===== config.mk =====
export PLATFORM = sky130hd
export DESIGN_NAME = stopwatch_bcd_counter_flat
export DESIGN_NICKNAME = d
export VERILOG_FILES = /design/src/rtl/stopwatch_bcd_counter_if.sv /design/src/rtl/stopwatch_bcd_counter.sv /design/src/flat_wrapper.sv
export SDC_FILE = /design/constraint.sdc
export NUM_CORES = 1
export LEC_CHECK = 0
export CAP_MARGIN = 20
export CORE_UTILIZATION = 40
export CTS_BUF_LIST = sky130_fd_sc_hd__clkbuf_16
export DETAILED_ROUTE_END_ITERATION = 12
export SLEW_MARGIN = 20
export SYNTH_ARGS = -nofsm -noshare
export SYNTH_HDL_FRONTEND = slang
export SYNTH_SLANG_ARGS = --single-unit

===== constraint.sdc =====
create_clock -name clkin -period 2.91 [get_ports clkin]
set_clock_uncertainty 0.15 [all_clocks]
set_input_delay 0.4365 -clock clkin [delete_from_list [all_inputs] [get_ports clkin]]
set_output_delay 0.4365 -clock clkin [all_outputs]
set_load 0.01 [all_outputs]

===== src/rtl/stopwatch_bcd_counter_if.sv =====
// rtl/stopwatch_bcd_counter_if.sv - control, status and BCD digit bundle for the stopwatch counter
interface stopwatch_bcd_counter_if;
  logic       tick_in;
  logic       start_stop;
  logic       clear;
  logic       lap;
  logic       running;
  logic       lap_active;
  logic       overflow;
  logic [3:0] min_tens;
  logic [3:0] min_ones;
  logic [3:0] sec_tens;
  logic [3:0] sec_ones;
  logic [3:0] cs_tens;
  logic [3:0] cs_ones;

  modport master (
    output tick_in, start_stop, clear, lap,
    input  running, lap_active, overflow,
    input  min_tens, min_ones, sec_tens, sec_ones, cs_tens, cs_ones
  );

  modport slave (
    input  tick_in, start_stop, clear, lap,
    output running, lap_active, overflow,
    output min_tens, min_ones, sec_tens, sec_ones, cs_tens, cs_ones
  );
endinterface


===== src/rtl/stopwatch_bcd_counter.sv =====
// rtl/stopwatch_bcd_counter.sv - MM:SS.CC BCD stopwatch driven by rising edges of the 10 ms divider output
module stopwatch_bcd_counter #(
  parameter int SYNC_STAGES = 2,
  parameter int MAX_MINUTES = 59
) (
  input  logic                   clkin,
  input  logic                   rst,
  stopwatch_bcd_counter_if.slave sw
);

  localparam logic [3:0] MAX_MIN_T = 4'(MAX_MINUTES / 10);
  localparam logic [3:0] MAX_MIN_O = 4'(MAX_MINUTES % 10);

  typedef enum logic [1:0] {
    ST_IDLE,
    ST_RUN,
    ST_LAP,
    ST_PAUSED
  } state_t;

  state_t                   r_state;
  state_t                   w_state_nxt;
  logic [SYNC_STAGES-1:0]   r_sync;
  logic                     r_hist;
  logic                     r_overflow;
  // digit index: 0 cs_ones, 1 cs_tens, 2 sec_ones, 3 sec_tens, 4 min_ones, 5 min_tens
  logic [5:0][3:0]          r_cnt;
  logic [5:0][3:0]          r_snap;
  logic [5:0][3:0]          w_cnt_inc;
  logic [5:0][3:0]          w_disp;
  logic                     w_wrap;
  logic                     w_tick_pulse;
  logic                     w_cnt_en;
  logic                     w_load_snap;
  logic                     w_clear_cnt;

  assign w_tick_pulse = r_sync[SYNC_STAGES-1] & ~r_hist;
  assign w_cnt_en     = w_tick_pulse & ((r_state == ST_RUN) | (r_state == ST_LAP));

  always_comb begin
    w_cnt_inc = r_cnt;
    w_wrap    = 1'b0;
    if (r_cnt[0] != 4'd9) begin
      w_cnt_inc[0] = r_cnt[0] + 4'd1;
    end else begin
      w_cnt_inc[0] = 4'd0;
      if (r_cnt[1] != 4'd9) begin
        w_cnt_inc[1] = r_cnt[1] + 4'd1;
      end else begin
        w_cnt_inc[1] = 4'd0;
        if (r_cnt[2] != 4'd9) begin
          w_cnt_inc[2] = r_cnt[2] + 4'd1;
        end else begin
          w_cnt_inc[2] = 4'd0;
          if (r_cnt[3] != 4'd5) begin
            w_cnt_inc[3] = r_cnt[3] + 4'd1;
          end else begin
            w_cnt_inc[3] = 4'd0;
            if ((r_cnt[5] == MAX_MIN_T) && (r_cnt[4] == MAX_MIN_O)) begin
              w_cnt_inc[4] = 4'd0;
              w_cnt_inc[5] = 4'd0;
              w_wrap       = 1'b1;
            end else if (r_cnt[4] != 4'd9) begin
              w_cnt_inc[4] = r_cnt[4] + 4'd1;
            end else begin
              w_cnt_inc[4] = 4'd0;
              w_cnt_inc[5] = r_cnt[5] + 4'd1;
            end
          end
        end
      end
    end
  end

  // clear outranks start_stop, which outranks lap; clear only acts from PAUSED
  always_comb begin
    w_state_nxt = r_state;
    w_load_snap = 1'b0;
    w_clear_cnt = 1'b0;
    case (r_state)
      ST_IDLE: begin
        if (sw.start_stop) w_state_nxt = ST_RUN;
      end
      ST_RUN: begin
        if (sw.start_stop) begin
          w_state_nxt = ST_PAUSED;
        end else if (sw.lap) begin
          w_state_nxt = ST_LAP;
          w_load_snap = 1'b1;
        end
      end
      ST_LAP: begin
        if (sw.start_stop) begin
          w_state_nxt = ST_PAUSED;
        end else if (sw.lap) begin
          w_state_nxt = ST_RUN;
        end
      end
      ST_PAUSED: begin
        if (sw.clear) begin
          w_state_nxt = ST_IDLE;
          w_clear_cnt = 1'b1;
        end else if (sw.start_stop) begin
          w_state_nxt = ST_RUN;
        end
      end
      default: w_state_nxt = ST_IDLE;
    endcase
  end

  always_ff @(posedge clkin) begin
    if (rst) begin
      r_state    <= ST_IDLE;
      r_sync     <= '0;
      r_hist     <= 1'b0;
      r_overflow <= 1'b0;
      r_cnt      <= '0;
      r_snap     <= '0;
    end else begin
      r_sync  <= {r_sync[SYNC_STAGES-2:0], sw.tick_in};
      r_hist  <= r_sync[SYNC_STAGES-1];
      r_state <= w_state_nxt;
      if (w_clear_cnt) begin
        r_cnt      <= '0;
        r_overflow <= 1'b0;
      end else if (w_cnt_en) begin
        r_cnt <= w_cnt_inc;
        if (w_wrap) r_overflow <= 1'b1;
      end
      // snapshot takes the pre-increment count even when a tick lands on the lap edge
      if (w_load_snap) r_snap <= r_cnt;
    end
  end

  assign w_disp        = (r_state == ST_LAP) ? r_snap : r_cnt;
  assign sw.cs_ones    = w_disp[0];
  assign sw.cs_tens    = w_disp[1];
  assign sw.sec_ones   = w_disp[2];
  assign sw.sec_tens   = w_disp[3];
  assign sw.min_ones   = w_disp[4];
  assign sw.min_tens   = w_disp[5];
  assign sw.running    = (r_state == ST_RUN) | (r_state == ST_LAP);
  assign sw.lap_active = (r_state == ST_LAP);
  assign sw.overflow   = r_overflow;

endmodule


===== src/flat_wrapper.sv =====
// flat-port wrapper written by rule: the top's interface ports become plain ports
module stopwatch_bcd_counter_flat 
#(
  parameter int SYNC_STAGES = 2,
  parameter int MAX_MINUTES = 59
)
  (clkin, rst, sw_tick_in, sw_start_stop, sw_clear, sw_lap, sw_running, sw_lap_active, sw_overflow, sw_min_tens, sw_min_ones, sw_sec_tens, sw_sec_ones, sw_cs_tens, sw_cs_ones);
  stopwatch_bcd_counter_if sw_i ();
  input  logic clkin;
  input  logic rst;
  input wire logic [$bits(sw_i.tick_in)-1:0] sw_tick_in;
  input wire logic [$bits(sw_i.start_stop)-1:0] sw_start_stop;
  input wire logic [$bits(sw_i.clear)-1:0] sw_clear;
  input wire logic [$bits(sw_i.lap)-1:0] sw_lap;
  output wire logic [$bits(sw_i.running)-1:0] sw_running;
  output wire logic [$bits(sw_i.lap_active)-1:0] sw_lap_active;
  output wire logic [$bits(sw_i.overflow)-1:0] sw_overflow;
  output wire logic [$bits(sw_i.min_tens)-1:0] sw_min_tens;
  output wire logic [$bits(sw_i.min_ones)-1:0] sw_min_ones;
  output wire logic [$bits(sw_i.sec_tens)-1:0] sw_sec_tens;
  output wire logic [$bits(sw_i.sec_ones)-1:0] sw_sec_ones;
  output wire logic [$bits(sw_i.cs_tens)-1:0] sw_cs_tens;
  output wire logic [$bits(sw_i.cs_ones)-1:0] sw_cs_ones;
  assign sw_i.tick_in = sw_tick_in;
  assign sw_i.start_stop = sw_start_stop;
  assign sw_i.clear = sw_clear;
  assign sw_i.lap = sw_lap;
  assign sw_running = sw_i.running;
  assign sw_lap_active = sw_i.lap_active;
  assign sw_overflow = sw_i.overflow;
  assign sw_min_tens = sw_i.min_tens;
  assign sw_min_ones = sw_i.min_ones;
  assign sw_sec_tens = sw_i.sec_tens;
  assign sw_sec_ones = sw_i.sec_ones;
  assign sw_cs_tens = sw_i.cs_tens;
  assign sw_cs_ones = sw_i.cs_ones;
  stopwatch_bcd_counter #(.SYNC_STAGES(SYNC_STAGES), .MAX_MINUTES(MAX_MINUTES)) u_core (.clkin(clkin), .rst(rst), .sw(sw_i));
endmodule

==> flow_metrics.py, run 1 <==
metrics = {
    "synth": {
        "yosysMostFrequentCell": "nand2_1",
        "synth_area_um2": 2666,
        "synthArstFlopShare_pct": 0,
        "synth_nets": 334,
        "ys_ff_latch": 54,
        "synthFlopType": "dfxtp_1",
        "syn_avg_cell_area_um2": 8.332,
        "synthCells": 320,
        "synth_edf_count": 0,
        "yosys_warnings": 0,
        "ys_types": 40,
        "ys_seq_area_share_pct": 40.54,
        "synth_top_area_cell": "dfxtp_1",
        "ys_top_cells_by_count": "nand2_1, dfxtp_1, a21oi_1",
        "synth_area_leaders": "dfxtp_1, nand2_1, a21oi_1",
        "yosysTopAreaCellShare_pct": 40.54,
    },
    "clock_network": {
        "cts_buffer_depth": 2,
        "cts.reportedPaths.clkPinSlew_ns": 0.07,
        "cts_setup_buffers": 0,
        "htreeDepth": 2,
        "cts_sinks": 54,
        "cts-resized-gates": 0,
        "numCtsBuffers": 5,
        "root_buffer": "clkbuf_16",
        "clock_latency_ns": 0.29,
        "cts_tree": "done",
        "ctsHoldBuffers": 0,
    },
    "hold_path": {
        "hp-class": "flip-flop to flip-flop",
        "holdCritStartpoint": "u_core.r_sync[0]$_SDFF_PP0_",
    },
    "cells_and_area": {
        "final_cell_area_um2": 3196,
        "drive_gt1_share_pct": 10.06,
        "fin_util_pct": 50.04,
        "area_delta_synth_final_pct": 19.85,
        "final_nets": 362,
        "n_fill_cell": 639,
        "diodes": 0,
    },
    "flow_run": {
        "cap_violations": 0,
    },
    "timing": {
        "finalCriticalPeriod_ns": 2.544,
        "finalHoldViolCount": 0,
        "finalMaxSlewViolations": 0,
        "max_slew_margin_pct": 63.62,
        "fmax_ghz": 0.3931,
        "setup_violations": 0,
        "worstMarginPinSlew_ns": 0.5457,
        "min_period_over_period_pct": 87.41,
        "rsz0062_at_grt": "no",
        "fin_tns_setup_ns": 0,
    },
    "routing": {
        "drc": 0,
        "dr.pass1.iters": 4,
        "initialDrtViolationCount": 116,
        "vias": 2278,
        "wire_per_inst_um": 13.83,
        "finalWirelength_mm": 5.879,
        "viasPerCell": 5.360,
        "drtAntennaViolNets": 0,
    },
    "power": {
        "internal_power_uw": 1087,
        "leakage_uw": 0.001152,
        "power.share.combinational_pct": 6.3,
        "seqPwrFrac_pct": 53.6,
        "p_per_area_nw_per_um2": 436.7,
        "p_total_uw": 1396,
        "sw_frac_of_total_pct": 22.10,
        "p_sw_uw": 308.5,
        "clockPowerShare_pct": 40.1,
        "peakVddDrop_mv": 0.2339,
    },
    "floorplanning": {
        "core_region_area_um2": 6386,
        "die_y_um": 83.65,
        "ios": 33,
        "rows": 29,
        "die_area_um2": 6996,
        "die_x_um": 83.65,
        "start_util_pct": 41.75,
    },
    "global_route": {
        "antenna_found_initial": 0,
        "grt_pass1_wl_mm": 10.27,
        "grt_overflow": 0,
        "track_usage_pct": 17.73,
        "grt_pass1_vias": 2262,
        "grt_max_degree": 31,
    },
    "setup_path": {
        "worstSetupPathType": "flip-flop to output pin",
        "regToRegStartpoint": "u_core.r_state[1]$_SDFFE_PP0P_",
        "crit_required_ns": 2.32,
        "crit_start": "u_core.r_state[0]$_SDFFE_PP0P_",
        "critPathCaptureType": "output pin",
        "critPathLaunchType": "flip-flop",
        "critical_path_arrival_ns": 1.96,
        "cp_max_fo": 17,
    },
    "placed_design": {
        "place.gp.congestion": 0.7662,
        "io_buffers": 32,
        "dp_hpwl_mm": 3.969,
        "place_area_um2": 3063,
    },
    "run_status": {
        "status": "complete, no violations",
    },
}
[through the flow]
step / hold WS (ns) / setup WS, ns / std cells
floorplan: 0.2638 / 0.7529 / 320
global placement: 0.2830 / 0.6454 / 418
detailed placement: 0.2861 / 0.5824 / 418
CTS: 0.2981 / 0.3430 / 425
global route: 0.3128 / 0.2517 / 425
finish: 0.2949 / 0.3662 / 425
[critical path, stage by stage (launching register included)]
cell             delay [ns]
dfxtp_1                0.34
inv_1                  0.09
ha_1                   0.16
buf_4                  0.23
mux2_2                 0.36
clkdlybuf4s50_1        0.49
[cell families (layout without fill, tap and decap cells)]
kind of cell | count (synthesis) | after routing | share of synthesized area (%)
xor gates and xnor gates | 4 | 4 | 1.314
AOI/OAI and AO/OA | 77 | 77 | 15.77
DFF | 54 | 54 | 40.54
muxes | 21 | 21 | 8.681
buffers and inverters | 28 | 56 | 4.130
and+or+nand+nor | 128 | 128 | 25.81
adders and majority gates | 8 | 8 | 3.754
[final timing paths]
| path | to | slack (ns) | cells after the start |
|---|---|---|---|
| worst max-delay path | sw_min_ones[2] | 0.37 | 5 |
| worst min-delay path | u_core.r_sync[1]$_SDFF_PP0_ | 0.29 | 1 |
| worst max register to register | u_core.r_cnt[23]$_SDFFE_PP0P_ | 0.56 | 6 |
| worst min register to register | u_core.r_sync[1]$_SDFF_PP0_ | 0.29 | 1 |
[flip-flops by register name (all words and copies together), names as in the netlist]
| register | cells |
|---|---|
| u_core.r_cnt | 24 |
| u_core.r_hist | 1 |
| u_core.r_snap | 24 |
| u_core.r_state | 2 |
| u_core.r_sync | 2 |
| u_core.sw.overflow | 1 |
[power groups by stage]
stage | registers (µW) | clock network [µW] | logic, µW
global route | 748 | 612 | 98.4
CTS | 748 | 580 | 90.2
floorplan | 764 | 0 | 54.4
finish | 748 | 559 | 88.3
global placement | 765 | 0 | 90.6
detailed placement | 765 | 0 | 89.9
[layout by cell type (no fill, tap or decap), types with 2 or more instances in the layout]
cell             netlist  final
nand2_1               68     68
dfxtp_1               54     54
a21oi_1               45     45
clkdlybuf4s50_1        0     32
o21ai_0               18     18
mux2_2                17     17
inv_1                 10     12
nor2_1                11     11
nand3_1                8      8
ha_1                   8      8
nor2b_1                7      7
buf_4                  1      7
or3_1                  6      6
or4_1                  5      5
o31ai_1                5      5
clkbuf_16              0      5
mux2i_1                4      4
a21o_1                 3      3
a31oi_1                3      3
nand4_1                3      3
xor2_1                 3      3
nor3_1                 3      3
and4bb_2               2      2
and4b_1                2      2
nand4b_1               2      2
nor3b_1                2      2
[layout make-up]
cell class / count / area, µm² / share of cell area (%)
Sequential cell: 54 / 1081 / 33.83
Multi-Input combinational cell: 238 / 1475 / 46.16
Timing Repair Buffer: 39 / 372.9 / 11.67
Clock buffer: 5 / 125.1 / 3.915
Clock inverter: 2 / 7.507 / 0.2349
Inverter: 10 / 37.54 / 1.175
Tap cell: 77 / 96.34 / 3.015
[routing by layer]
layer | part of all wire, % | GRT usage, %
met2 | 49 | 30.97
met5 | 0 | 0
met3 | 1.8 | 2.572
met4 | 1.3 | 7.088
met1 | 48 | 21.84
(Power assumes the default switching activity.)
==> run 2: changes to the inputs <==
--- a/config.mk
+++ b/config.mk
@@ -13,3 +13,4 @@
 export SYNTH_ARGS = -nofsm -noshare
 export SYNTH_HDL_FRONTEND = slang
 export SYNTH_SLANG_ARGS = --single-unit
+export TNS_END_PERCENT = 100
==> results of run 2 <==
Final layout, timing and power as in run 1 (identical DEF).
==> run 3: changes to the inputs <==
--- a/config.mk
+++ b/config.mk
@@ -9,6 +9,7 @@
 export CORE_UTILIZATION = 40
 export CTS_BUF_LIST = sky130_fd_sc_hd__clkbuf_16
 export DETAILED_ROUTE_END_ITERATION = 12
+export GPL_TIMING_DRIVEN = 0
 export SLEW_MARGIN = 20
 export SYNTH_ARGS = -nofsm -noshare
 export SYNTH_HDL_FRONTEND = slang
==> run 3 against run 2 <==
Effect of this change: fmax is 9.8% lower; critical path depth stayed put; total power up 0.93%; setup slack worse by 0.28 ns; sequential share of layout area fell by 0.31 points; cell count increased by 2.6%; critical path type unchanged; largest power group unchanged.
==> flow_metrics.py, run 3 (synthesis gave the netlist of run 1 again) <==
metrics = {
    "clock_network": {
        "htreeDepth": 2,
        "cts_sinks": 54,
        "cts_setup_buffers": 0,
        "root_buffer": "clkbuf_16",
        "cts_tree": "done",
        "clock_latency_ns": 0.29,
        "numCtsBuffers": 5,
        "ctsHoldBuffers": 0,
        "cts.reportedPaths.clkPinSlew_ns": 0.06,
        "cts_buffer_depth": 2,
    },
    "cells_and_area": {
        "reg_top3": "u_core.r_cnt x24, u_core.r_snap x24",
        "area_delta_synth_final_pct": 20.98,
        "n_fill_cell": 633,
        "final_common_cell": "nand2_1",
        "final_nets": 372,
        "drive_gt1_share_pct": 9.471,
        "fin_util_pct": 50.51,
        "final_cell_mix": "nand2_1, dfxtp_1, a21oi_1, clkdlybuf4s50_1, o21ai_0",
        "diodes": 0,
    },
    "timing": {
        "worstMarginPinSlew_ns": 0.6049,
        "min_period_over_period_pct": 96.95,
        "finalHoldViolCount": 0,
        "finalMaxSlewViolations": 0,
        "rsz0062_at_grt": "no",
        "finalCriticalPeriod_ns": 2.821,
        "setup_violations": 0,
        "fmax_ghz": 0.3545,
        "whs_ns": 0.3015,
        "max_slew_margin_pct": 59.67,
    },
    "power": {
        "p_per_area_nw_per_um2": 436.7,
        "peakVddDrop_mv": 0.2641,
        "leakage_uw": 0.001157,
    },
    "setup_path": {
        "rrSetupSlack_ns": 0.66,
        "path_cells": "inv_1, ha_1, clkbuf_4, mux2_2, clkdlybuf4s50_1",
        "critPathBufInv": 3,
        "critPathMaxStageDelay_ns": 0.48,
        "cp_max_fo": 10,
        "crit_required_ns": 2.32,
        "path_delay_family": "buffers and inverters",
        "critPathLaunchType": "flip-flop",
        "critical_path_arrival_ns": 2.23,
        "slowest_stage": "clkdlybuf4s50_1",
        "worstSetupPathType": "flip-flop to output pin",
        "critPathCaptureType": "output pin",
    },
    "floorplanning": {
        "core_region_area_um2": 6386,
        "rows": 29,
        "die_y_um": 83.65,
        "ios": 33,
        "die_area_um2": 6996,
        "die_x_um": 83.65,
        "start_util_pct": 41.75,
    },
    "global_route": {
        "track_usage_pct": 19.40,
        "grt_max_degree": 16,
        "antenna_found_initial": 0,
        "grt_pass1_vias": 2241,
        "grt_overflow": 0,
        "grt_pass1_wl_mm": 10.78,
    },
    "flow_run": {
        "cap_violations": 0,
    },
    "routing": {
        "finalWirelength_mm": 6.470,
        "viasPerCell": 5.495,
        "drtAntennaViolNets": 0,
        "initialDrtViolationCount": 80,
        "vias": 2396,
        "drc": 0,
        "wire_per_inst_um": 14.84,
        "dr.pass1.iters": 4,
    },
    "placed_design": {
        "io_buffers": 32,
        "place.gp.congestion": 0.7980,
        "dp_hpwl_mm": 4.464,
    },
    "hold_path": {
        "hp-class": "flip-flop to flip-flop",
    },
    "run_status": {
        "status": "complete, no violations",
    },
}
run 3: cell types whose count changed in the layout (fill, tap and decap cells not counted):
cell / change
buf_1: +2
inv_1: -1
clkbuf_4: +2
clkbuf_1: +10
buf_4: -6
clkbuf_2: +2
clkinv_1: +1
clkinv_2: +1
run 3: area by class of cell:
cell class                      count  area [µm²]  share of cell area, %
Sequential cell                    54        1081                  33.51
Buffer                             17       77.57                  2.405
Multi-Input combinational cell    238        1475                  45.73
Inverter                           10       37.54                  1.164
Clock inverter                      3       12.51                 0.3879
Tap cell                           77       96.34                  2.987
Timing Repair Buffer               32       320.3                  9.930
Clock buffer                        5       125.1                  3.879
run 3: power by group:
part / switching, µW / internal (µW) / total [µW]
Clock: 257 / 312 / 568
Sequential: 4.18 / 744 / 748
Combinational: 58.6 / 33.9 / 92.5
run 3: path summary, 6_finish.rpt:
path	to	depth (start not counted)	start
worst min register to register	u_core.r_sync[1]$_SDFF_PP0_	1	u_core.r_sync[0]$_SDFF_PP0_
worst min-delay path	u_core.r_sync[1]$_SDFF_PP0_	1	u_core.r_sync[0]$_SDFF_PP0_
worst max-delay path	sw_min_tens[3]	5	u_core.r_state[0]$_SDFFE_PP0P_
worst max register to register	u_core.r_cnt[22]$_SDFFE_PP0P_	8	u_core.r_state[1]$_SDFFE_PP0P_
run 3: what timing repair did:
action,in CTS,in global routing
pin swaps,0,0
resized for setup,5,0
setup endpoints to repair,22,21
run 3: layer usage:
metal	global-route usage [%]	vias to the layer above	wire [µm]
met3	3.759	20	281
li1	-	1198	-
met5	0	-	0
met2	31.19	59	3057
met1	25.03	1119	2933
met4	9.091	0	198
run 3: per-stage QoR:
stage               area, µm²  std cells  setup WS [ns]  setup TNS [ns]  power, µW
CTS                      3229        437       -0.02747         -0.1291       1427
detailed placement       3083        429       -0.01599        -0.02367      857.6
finish                   3226        436        0.08889               0       1409
global placement         3083        429        0.01926               0      856.7
floorplan                2666        320         0.7529               0      818.1
global route             3226        436       0.003171               0       1465
